===== src/rtl/fp8_pkg.sv =====
// fp8_pkg: shared constants and helpers for the 8-bit minifloat format
// (1 sign, 4 exponent, 3 mantissa bits).
//
// Contents:
//   FP8_W        byte width of one operand/result
//   EXP_MSB/LSB  bit positions of the exponent field
//   MAN_W        mantissa width
//   EXP_SPECIAL  all-ones exponent, marks inf/NaN
//   fp8_is_special(byte) -> 1 when the exponent field is all ones
package fp8_pkg;

    localparam int         FP8_W       = 8;
    localparam int         EXP_MSB     = 6;
    localparam int         EXP_LSB     = 3;
    localparam int         MAN_W       = 3;
    localparam logic [3:0] EXP_SPECIAL = 4'hF;

    function automatic logic fp8_is_special(input logic [FP8_W-1:0] value);
        return value[EXP_MSB:EXP_LSB] == EXP_SPECIAL;
    endfunction

endpackage


===== src/rtl/fp8_adder_arbiter_rr_arbiter.sv =====
// rr_arbiter: combinational round-robin picker.
//
// Ports:
//   eligible   in   N     requesters that may be granted this cycle
//   rr_ptr     in   ID_W  highest-priority requester index
//   grant      out  N     one-hot grant (all zero when nothing is eligible)
//   grant_idx  out  ID_W  index of the granted requester (0 when none)
//   any_grant  out  1     some requester is granted
module rr_arbiter #(
    parameter int N    = 4,
    parameter int ID_W = $clog2(N)
) (
    input  logic [N-1:0]    eligible,
    input  logic [ID_W-1:0] rr_ptr,
    output logic [N-1:0]    grant,
    output logic [ID_W-1:0] grant_idx,
    output logic            any_grant
);

    logic            hi_hit;
    logic            lo_hit;
    logic [ID_W-1:0] hi_idx;
    logic [ID_W-1:0] lo_idx;

    // Two candidates: the lowest eligible index at or above rr_ptr, and the
    // lowest eligible index overall. The first wins when it exists; the
    // second covers the wrap-around. Scanning downward leaves the lowest
    // matching index in each candidate.
    always_comb begin
        hi_hit = 1'b0;
        lo_hit = 1'b0;
        hi_idx = '0;
        lo_idx = '0;
        for (int i = N - 1; i >= 0; i--) begin
            if (eligible[i]) begin
                lo_hit = 1'b1;
                lo_idx = ID_W'(i);
                if (i >= int'(rr_ptr)) begin
                    hi_hit = 1'b1;
                    hi_idx = ID_W'(i);
                end
            end
        end
    end

    always_comb begin
        any_grant = lo_hit;
        grant_idx = hi_hit ? hi_idx : lo_idx;
        grant     = lo_hit ? (N'(1) << grant_idx) : '0;
    end

endmodule


===== src/rtl/fp8_adder_arbiter.sv =====
// fp8_adder_arbiter: shares one external pipelined fp8 adder between N_REQ
// requesters. Grants round-robin, issues at most one operand pair per cycle,
// tracks the owner of every in-flight add through a tag pipeline matched to
// the adder latency and returns each sum on a registered, ID-tagged bus.
//
// Ports:
//   clk, rst_n        clock, asynchronous active-low reset
//   req_valid[N]      requester i has an operand pair on req_a/req_b
//   req_a, req_b      packed operands, requester i at [8i+7:8i]
//   req_ready[N]      one-hot grant
//   add_a, add_b      operands to the adder (zero when nothing is issued)
//   add_result        adder output, ADD_LAT edges after operand capture
//   rsp_valid         one-cycle result strobe
//   rsp_id/data       owner and value of the result
//   rsp_special       result exponent is all ones (inf/NaN)
//   busy              some requester has an operation outstanding
//
// Handshake: a request transfers on the rising edge that ends a cycle with
// req_valid[i] & req_ready[i]. req_ready is combinational from req_valid and
// internal state, is never high for a requester that is not valid or already
// has an operation outstanding, and a requester must hold req_a/req_b stable
// while req_valid is high. Responses have no backpressure.
module fp8_adder_arbiter
    import fp8_pkg::*;
#(
    parameter int N_REQ   = 4,
    parameter int ADD_LAT = 1,
    parameter int ID_W    = $clog2(N_REQ)
) (
    input  logic                   clk,
    input  logic                   rst_n,
    input  logic [N_REQ-1:0]       req_valid,
    input  logic [FP8_W*N_REQ-1:0] req_a,
    input  logic [FP8_W*N_REQ-1:0] req_b,
    output logic [N_REQ-1:0]       req_ready,
    output logic [FP8_W-1:0]       add_a,
    output logic [FP8_W-1:0]       add_b,
    input  logic [FP8_W-1:0]       add_result,
    output logic                   rsp_valid,
    output logic [ID_W-1:0]        rsp_id,
    output logic [FP8_W-1:0]       rsp_data,
    output logic                   rsp_special,
    output logic                   busy
);

    logic [N_REQ-1:0] pending;
    logic [N_REQ-1:0] pending_next;
    logic [N_REQ-1:0] eligible;
    logic [N_REQ-1:0] grant;
    logic [N_REQ-1:0] clr_mask;
    logic [ID_W-1:0]  grant_idx;
    logic [ID_W-1:0]  rr_ptr;
    logic [ID_W-1:0]  rr_ptr_next;
    logic             any_grant;

    // Tag pipeline: stage 0 is loaded at the issue edge, the last stage is
    // valid during the cycle the matching sum sits on add_result.
    logic             tag_v  [ADD_LAT];
    logic [ID_W-1:0]  tag_id [ADD_LAT];

    logic             rsp_fire;
    logic [ID_W-1:0]  rsp_fire_id;

    assign eligible = req_valid & ~pending;

    rr_arbiter #(
        .N    (N_REQ),
        .ID_W (ID_W)
    ) u_rr_arbiter (
        .eligible  (eligible),
        .rr_ptr    (rr_ptr),
        .grant     (grant),
        .grant_idx (grant_idx),
        .any_grant (any_grant)
    );

    assign req_ready = grant;

    always_comb begin
        add_a = '0;
        add_b = '0;
        if (any_grant) begin
            add_a = req_a[grant_idx*FP8_W +: FP8_W];
            add_b = req_b[grant_idx*FP8_W +: FP8_W];
        end
    end

    // N_REQ need not be a power of two, so wrap explicitly.
    assign rr_ptr_next = (grant_idx == ID_W'(N_REQ - 1)) ? '0 : grant_idx + ID_W'(1);

    assign rsp_fire    = tag_v[ADD_LAT-1];
    assign rsp_fire_id = tag_id[ADD_LAT-1];

    // A requester cannot be granted while pending, so its clear and a new
    // set never land on the same bit in the same edge.
    assign clr_mask     = rsp_fire ? (N_REQ'(1) << rsp_fire_id) : '0;
    assign pending_next = (pending & ~clr_mask) | grant;

    always_ff @(posedge clk or negedge rst_n) begin
        if (!rst_n) begin
            pending     <= '0;
            busy        <= 1'b0;
            rr_ptr      <= '0;
            rsp_valid   <= 1'b0;
            rsp_id      <= '0;
            rsp_data    <= '0;
            rsp_special <= 1'b0;
            for (int i = 0; i < ADD_LAT; i++) begin
                tag_v[i]  <= 1'b0;
                tag_id[i] <= '0;
            end
        end else begin
            pending <= pending_next;
            busy    <= |pending_next;
            if (any_grant) begin
                rr_ptr <= rr_ptr_next;
            end
            // A cycle without a grant pushes a bubble.
            tag_v[0]  <= any_grant;
            tag_id[0] <= grant_idx;
            for (int i = 1; i < ADD_LAT; i++) begin
                tag_v[i]  <= tag_v[i-1];
                tag_id[i] <= tag_id[i-1];
            end
            rsp_valid <= rsp_fire;
            if (rsp_fire) begin
                rsp_id      <= rsp_fire_id;
                rsp_data    <= add_result;
                rsp_special <= fp8_is_special(add_result);
            end
        end
    end

endmodule


===== config.mk =====
export PLATFORM = sky130hd
export DESIGN_NAME = fp8_adder_arbiter
export DESIGN_NICKNAME = d
export VERILOG_FILES = /design/src/rtl/fp8_pkg.sv /design/src/rtl/fp8_adder_arbiter_rr_arbiter.sv /design/src/rtl/fp8_adder_arbiter.sv
export SDC_FILE = /design/constraint.sdc
export NUM_CORES = 1
export LEC_CHECK = 0
export ABC_AREA = 1
export CAP_MARGIN = 20
export CORE_MARGIN = 4
export CORE_UTILIZATION = 40
export DETAILED_ROUTE_END_ITERATION = 16
export GPL_ROUTABILITY_DRIVEN = 0
export PLACE_DENSITY = 0.87
export SETUP_SLACK_MARGIN = 0.5
export SYNTH_ARGS = -nofsm -noshare
export SYNTH_HDL_FRONTEND = slang
export SYNTH_HIERARCHICAL = 1
export SYNTH_SLANG_ARGS = --single-unit

===== constraint.sdc =====
create_clock -name clk -period 3.4 [get_ports clk]
set_clock_uncertainty 0.05 [all_clocks]
set_input_delay 0.68 -clock clk [delete_from_list [all_inputs] [get_ports clk]]
set_output_delay 0.68 -clock clk [all_outputs]
set_load 0.005 [all_outputs]

# [Word-level counts from Yosys, hierarchy flattened]
# Index checks and enable logic that the tools add are counted.
[totals] output_inout_bits=33 elab_cells=51 register_bits=22 inputBits=78
[classes] n_addsub=1 order_cmp=3 mux=26 n_eq_ne=2 n_bitwise=5 shifts=4 reduce_logical=1
[ops] cell="32-bit by 6-bit variable part select with 8-bit output" count=2
[ops] cell="2-bit two-way mux" count=12
[ops] cell="8-bit two-way mux" count=2
[ops] cell="1-bit two-way mux" count=10
[ops] cell="4-bit bitwise AND" count=2
[ops] cell="4-bit two-way mux" count=2
[ops] cell="4-bit NOT" count=2
[ops] cell="1-bit by 2-bit << shifter with 4-bit output (first input constant)" count=2
[ops] cell="4-bit equality test (second input constant)" count=1
[ops] cell="1-bit by 2-bit >= comparator with 1-bit output (first input constant)" count=2
[ops] cell="4-bit bitwise OR" count=1
[ops] cell="4-bit OR reduction" count=1
[ops] cell="2-bit by 1-bit adder with 2-bit output (second input constant)" count=1
[ops] cell="2-bit equality test (second input constant)" count=1
[ops] cell="2-bit >= comparator (first input constant)" count=1

# [Longest topological paths before layout]
[depth] depth_word=14 ltp_mapped=15 depth_no_buf=13

# [Modules after synthesis]
# Netlist, hierarchy kept.
[by_module_without_submodules] module="fp8_adder_arbiter" cells_per_inst=266 instances=1 area_per_inst_um2=1607.8 seq_area_each_um2=550.5
[by_module_without_submodules] module="rr_arbiter" cells_per_inst=33 instances=1 area_per_inst_um2=146.4 seq_area_each_um2=0.0

# [Least setup slack after synthesis]
# OpenSTA, ideal clock, no wires.
[synth_timing] path_kind="input to output" startpoint="in req_valid[2]" endpoint="out add_a[0]" t_arrival_ps=1902 slack_ps=768 stages=14 n_path_buf=2 required_time_ps=2670 path_cell_list="inv_1 > nor2_1 > inv_1 > nand2_1 > nand2_1 > nand2_1 > nand3_2 > nand2_2 > inv_1 > buf_4 > buf_2 > nand2_1 > nand2_1 > a21oi_1"
[synth_between] elab_chain_len=9 word_cells_on_any_way=20 cone_classes="shift: 1; mux: 18; bitwise: 1"
[synth_rtl] item="from (decl)" line_no="fp8_adder_arbiter.sv:32" text="input logic [N_REQ-1:0] req_valid,"
[synth_rtl] item="4-bit bitwise AND (*)" line_no="fp8_adder_arbiter.sv:64" text="assign eligible = req_valid & ~pending;"
[synth_rtl] item="named net eligible[2]" line_no="fp8_adder_arbiter.sv:48" text="logic [N_REQ-1:0] eligible;"
[synth_rtl] item="2-bit two-way mux / 1-bit two-way mux (equally long branches)" line_no="fp8_adder_arbiter_rr_arbiter.sv:35" text="if (eligible[i]) begin"
[synth_rtl] item="2-bit two-way mux / 1-bit two-way mux (equally long branches)" line_no="fp8_adder_arbiter_rr_arbiter.sv:38" text="if (i >= int'(rr_ptr)) begin"
[synth_rtl] item="2-bit two-way mux / 1-bit two-way mux (equally long branches)" line_no="fp8_adder_arbiter_rr_arbiter.sv:35"
[synth_rtl] item="2-bit two-way mux / 1-bit two-way mux (equally long branches)" line_no="fp8_adder_arbiter_rr_arbiter.sv:38"
[synth_rtl] item="2-bit two-way mux / 1-bit two-way mux (equally long branches)" line_no="fp8_adder_arbiter_rr_arbiter.sv:35"
[synth_rtl] item="2-bit two-way mux (*)" line_no="fp8_adder_arbiter_rr_arbiter.sv:48" text="grant_idx = hi_hit ? hi_idx : lo_idx;"
[synth_rtl] item="named net grant_idx[0]" line_no="fp8_adder_arbiter.sv:51" text="logic [ID_W-1:0] grant_idx;"
[synth_rtl] item="32-bit by 6-bit variable part select with 8-bit output (*)" line_no="fp8_adder_arbiter.sv:83" text="add_a = req_a[grant_idx*FP8_W +: FP8_W];"
[synth_rtl] item="8-bit two-way mux (*)" line_no="fp8_adder_arbiter.sv:82" text="if (any_grant) begin"
[synth_rtl] item="to (decl)" line_no="fp8_adder_arbiter.sv:36" text="output logic [FP8_W-1:0] add_a,"
# Mark *: on every way through the listed nets, which the timed path passes. The rest lies on a longest branch.

# [Worst setup path in the final report]
[layout_timing] startpoint="in req_valid[2]" endpoint="out add_b[6]"
[layout_between] elab_chain_len=9 word_cells_on_any_way=20 cone_classes="shift: 1; mux: 18; bitwise: 1"
[layout_rtl] item="4-bit bitwise AND (*)" line_no="fp8_adder_arbiter.sv:64"
[layout_rtl] item="named net eligible[2]" line_no="fp8_adder_arbiter.sv:48"
[layout_rtl] item="2-bit two-way mux / 1-bit two-way mux (equally long branches)" line_no="fp8_adder_arbiter_rr_arbiter.sv:35"
[layout_rtl] item="2-bit two-way mux / 1-bit two-way mux (equally long branches)" line_no="fp8_adder_arbiter_rr_arbiter.sv:38"
[layout_rtl] item="2-bit two-way mux / 1-bit two-way mux (equally long branches)" line_no="fp8_adder_arbiter_rr_arbiter.sv:35"
[layout_rtl] item="2-bit two-way mux / 1-bit two-way mux (equally long branches)" line_no="fp8_adder_arbiter_rr_arbiter.sv:38"
[layout_rtl] item="2-bit two-way mux / 1-bit two-way mux (equally long branches)" line_no="fp8_adder_arbiter_rr_arbiter.sv:35"
[layout_rtl] item="2-bit two-way mux (*)" line_no="fp8_adder_arbiter_rr_arbiter.sv:48"
[layout_rtl] item="named net grant_idx[0]" line_no="fp8_adder_arbiter.sv:51"
[layout_rtl] item="32-bit by 6-bit variable part select with 8-bit output (*)" line_no="fp8_adder_arbiter.sv:84" text="add_b = req_b[grant_idx*FP8_W +: FP8_W];"
[layout_rtl] item="8-bit two-way mux (*)" line_no="fp8_adder_arbiter.sv:82"
[layout_rtl] item="to (decl)" line_no="fp8_adder_arbiter.sv:37" text="output logic [FP8_W-1:0] add_b,"
# Marks and branches as above.

==> key figures <==
Setup path
  – Delay-heaviest family, CP: buffers and inverters
  – Critical Path Stages: 15
  – R2R depth: 11
  – Worst path bufs/invs: 7
  – Critical Path End Type: primary output
  – Worst Path Arrival: 2170 ps
  – Critical path, cell by cell: buf_6, inv_2, nor2_4, nand2_1, a21oi_2, nor2_4, nand2_4, inv_4, buf_4, buf_4, buf_4, nand2_1, nand2_1, a21oi_1, buf_2
  – Crit Path Category: in2out
  – CP Launch Type: input pin
  – CP Max Fanout: 5
  – CP max stage delay: 180 ps
  – Worst EP required: 2670 ps
  – Slowest-stage cell, CP: a21oi_2

Place
  – # port buffers: 110
  – DP HPWL: 4.45 mm
  – Placed cells: 462

Clock network
  – Clk slew on worst S/H paths: 80 ps
  – CTS buffer count: 3
  – CTS root buf: clkbuf_8
  – # hold bufs at CTS: 0
  – Sink Count: 22
  – Clock Latency Late Sink: 260 ps
  – Clock tree buffer depth: 2
  – Htree depth: 1
  – CTS tree: built

Layout
  – Share of cells above drive strength 1: 25.2%
  – Most frequent cells in the layout: clkdlybuf4s50_1 (86), nand2_1 (82), nor2_1 (65), inv_1 (43), buf_4 (26)
  – Finished Layout Cells: 490
  – N_diodes: 0
  – Area growth syn-to-layout: 92.4%
  – Final Util: 82.0%
  – # fillers: 272
  – Nets: 520
  – Commonest non-fill, non-tap cell in the layout: clkdlybuf4s50_1

Yosys
  – Synth top area share: 31.4%
  – Synth Instances: 299
  – Mapped cell area: 0.00175 mm2
  – Post-Syn Nets: 378
  – Post-synthesis sequential area ratio: 31.4%
  – Cell taking the most area after synthesis: dfrtp_1
  – Syn avg cell area: 5.87 um2
  – Yosys warns: 6
  – Distinct cells, synth: 20
  – Synth Register Bits: 22
  – Top cells by area, synth: dfrtp_1 (31%), nand2_1 (19%), nor2_1 (16%), inv_1 (11%), a21oi_1 (6.3%)

STA
  – Relative slew margins: 38.4%
  – RSZ-0062 raised after global routing: yes
  – WHS: 462 ps
  – Total Neg Setup Slack: 0 ps
  – Fmax achieved: 345 MHz
  – Max-slew violations: 0
  – Fin crit share: 85.3%
  – Worst slew pin tran: 921 ps
  – Clock period minus worst slack: 2900 ps
  – Final setup violating endpoints: 0
  – Final Hold Fails: 0

Floorplanning
  – IO Count: 111
  – Die Area: 0.00551 mm2
  – Starting Density: 42.6%
  – Die width: 74.2 um
  – FP Rows: 23
  – Chip height: 74.2 um
  – Core ar.: 0.00412 mm2

Power
  – Peak VDD IR: 0.516 mV
  – Power share of the clock group: 7.8%
  – Comb pwr share: 76.5%
  – Pint: 1.82 mW
  – P per Cell Area: 927 mW/mm2
  – Sequential power share: 15.7%
  – Sw frac: 41.8%
  – Net switching power figure: 1.31 mW
  – Total power: 3.13 mW
  – Leak: 1.72 nW

Routing
  – Drt drc: 0
  – Routed Antenna Nets: 0
  – Final wirelength: 6.37 mm
  – Met3 WL: 635 um
  – M1 wire length: 2.23 mm
  – Iter 0 DRT Violations: 126
  – DR WL/cell: 13.0 um
  – DR vias/cell: 4.71
  – First drt pass iteration count: 4
  – Via Count: 2309
  – Routed wl met2: 3.36 mm
  – Top Metal Used: met4

Run status
  – Status: finished clean

Global routing
  – Largest net degree at the start of global routing: 23
  – Gr usage total: 22.2%
  – Vias in the first global route: 2340
  – GRT overflow: 0
  – First-pass GRT wire length: 9.80 mm
  – Initial antenna violation count: 0

Min path
  – Hold Path Class: reg2reg
  – WHS Path Cells: 1

Job
  – Max Cap Viol: 0
-- state kept, by name, indices dropped and copies added, names as in the netlist --
register,flops
rsp_valid,1
rr_ptr,2
rsp_fire_id,2
rsp_data,8
pending,4
rsp_fire,1
rsp_id,2
busy,1
rsp_special,1
-- final timing paths --
kind,start,endpoint,slack [ps]
worst max-delay path,req_valid[2],add_b[6],500
worst max register to register,pending[2],rr_ptr[0],1340
min in group asynchronous,rst_n,rsp_id[0],880
max in group asynchronous,rst_n,rsp_fire_id[0],1860
worst min register to register,rsp_data[0],rsp_data[0],460
worst min-delay path,rsp_data[0],rsp_data[0],460
-- metrics by stage --
stage | instance area [um2] | worst slack [ps]
after floorplan | 1750 | 768
after global placement | 2970 | -214
after global routing | 3370 | 379
final | 3370 | 499
after detailed placement | 2970 | -308
after CTS | 3240 | 502
-- synth_stat cells, drive strengths merged --
library cell	count
nand2	90
dfrtp	22
nor2	77
nand3	8
clkinv	1
buf	12
o21ai	1
a21oi	22
clkbuf	1
mux2	7
o22ai	1
ha	1
inv	55
o31ai	1
-- power groups by stage --
| stage | combinational [mW] | sequential (mW) | clock, mW |
|---|---|---|---|
| 6_report | 2.39 | 0.491 | 0.244 |
| 4_1_cts | 2.22 | 0.489 | 0.244 |
| 3_3_place_gp | 1.82 | 0.478 | 0 |
| 3_5_place_dp | 1.86 | 0.484 | 0 |
| 5_1_grt | 2.62 | 0.506 | 0.257 |
| 2_1_floorplan | 1.05 | 0.451 | 0 |
-- what timing repair did --
action                                  in CTS  in global routing
endpoints found under the hold margin        0                  0
resized for setup                          116                 30
endpoints found under the setup margin      20                 18
setup buffers                               17                  4
gates cloned                                 3                  0
pin swaps                                   21                 17
-- kinds of logic after synthesis --
logic type / share of synthesized area (%)
muxes: 4.49
AOI/OAI and AO/OA: 7.35
adders and majority gates: 0.713
DFF: 31.4
and+or+nand+nor: 38.7
buffers and inverters: 17.3
-- cell type report --
class	instances	area (um2)	share of cell area (%)
sequential	22	551	16.3
clock inverter	1	30.0	0.890
inverter	56	220	6.53
clock buffer	3	41.3	1.22
tap	50	62.6	1.85
multi-input combinational	208	1030	30.5
timing repair buffer	150	1440	42.7
-- per-layer routing --
layer / vias to the layer above / GRT usage (%)
li1: 1158 / -
met1: 1033 / 23.2
met2: 104 / 43.2
met3: 14 / 6.76
met4: 0 / 5.14
met5: - / 0
Note: power is estimated with default switching activity, not from simulation.
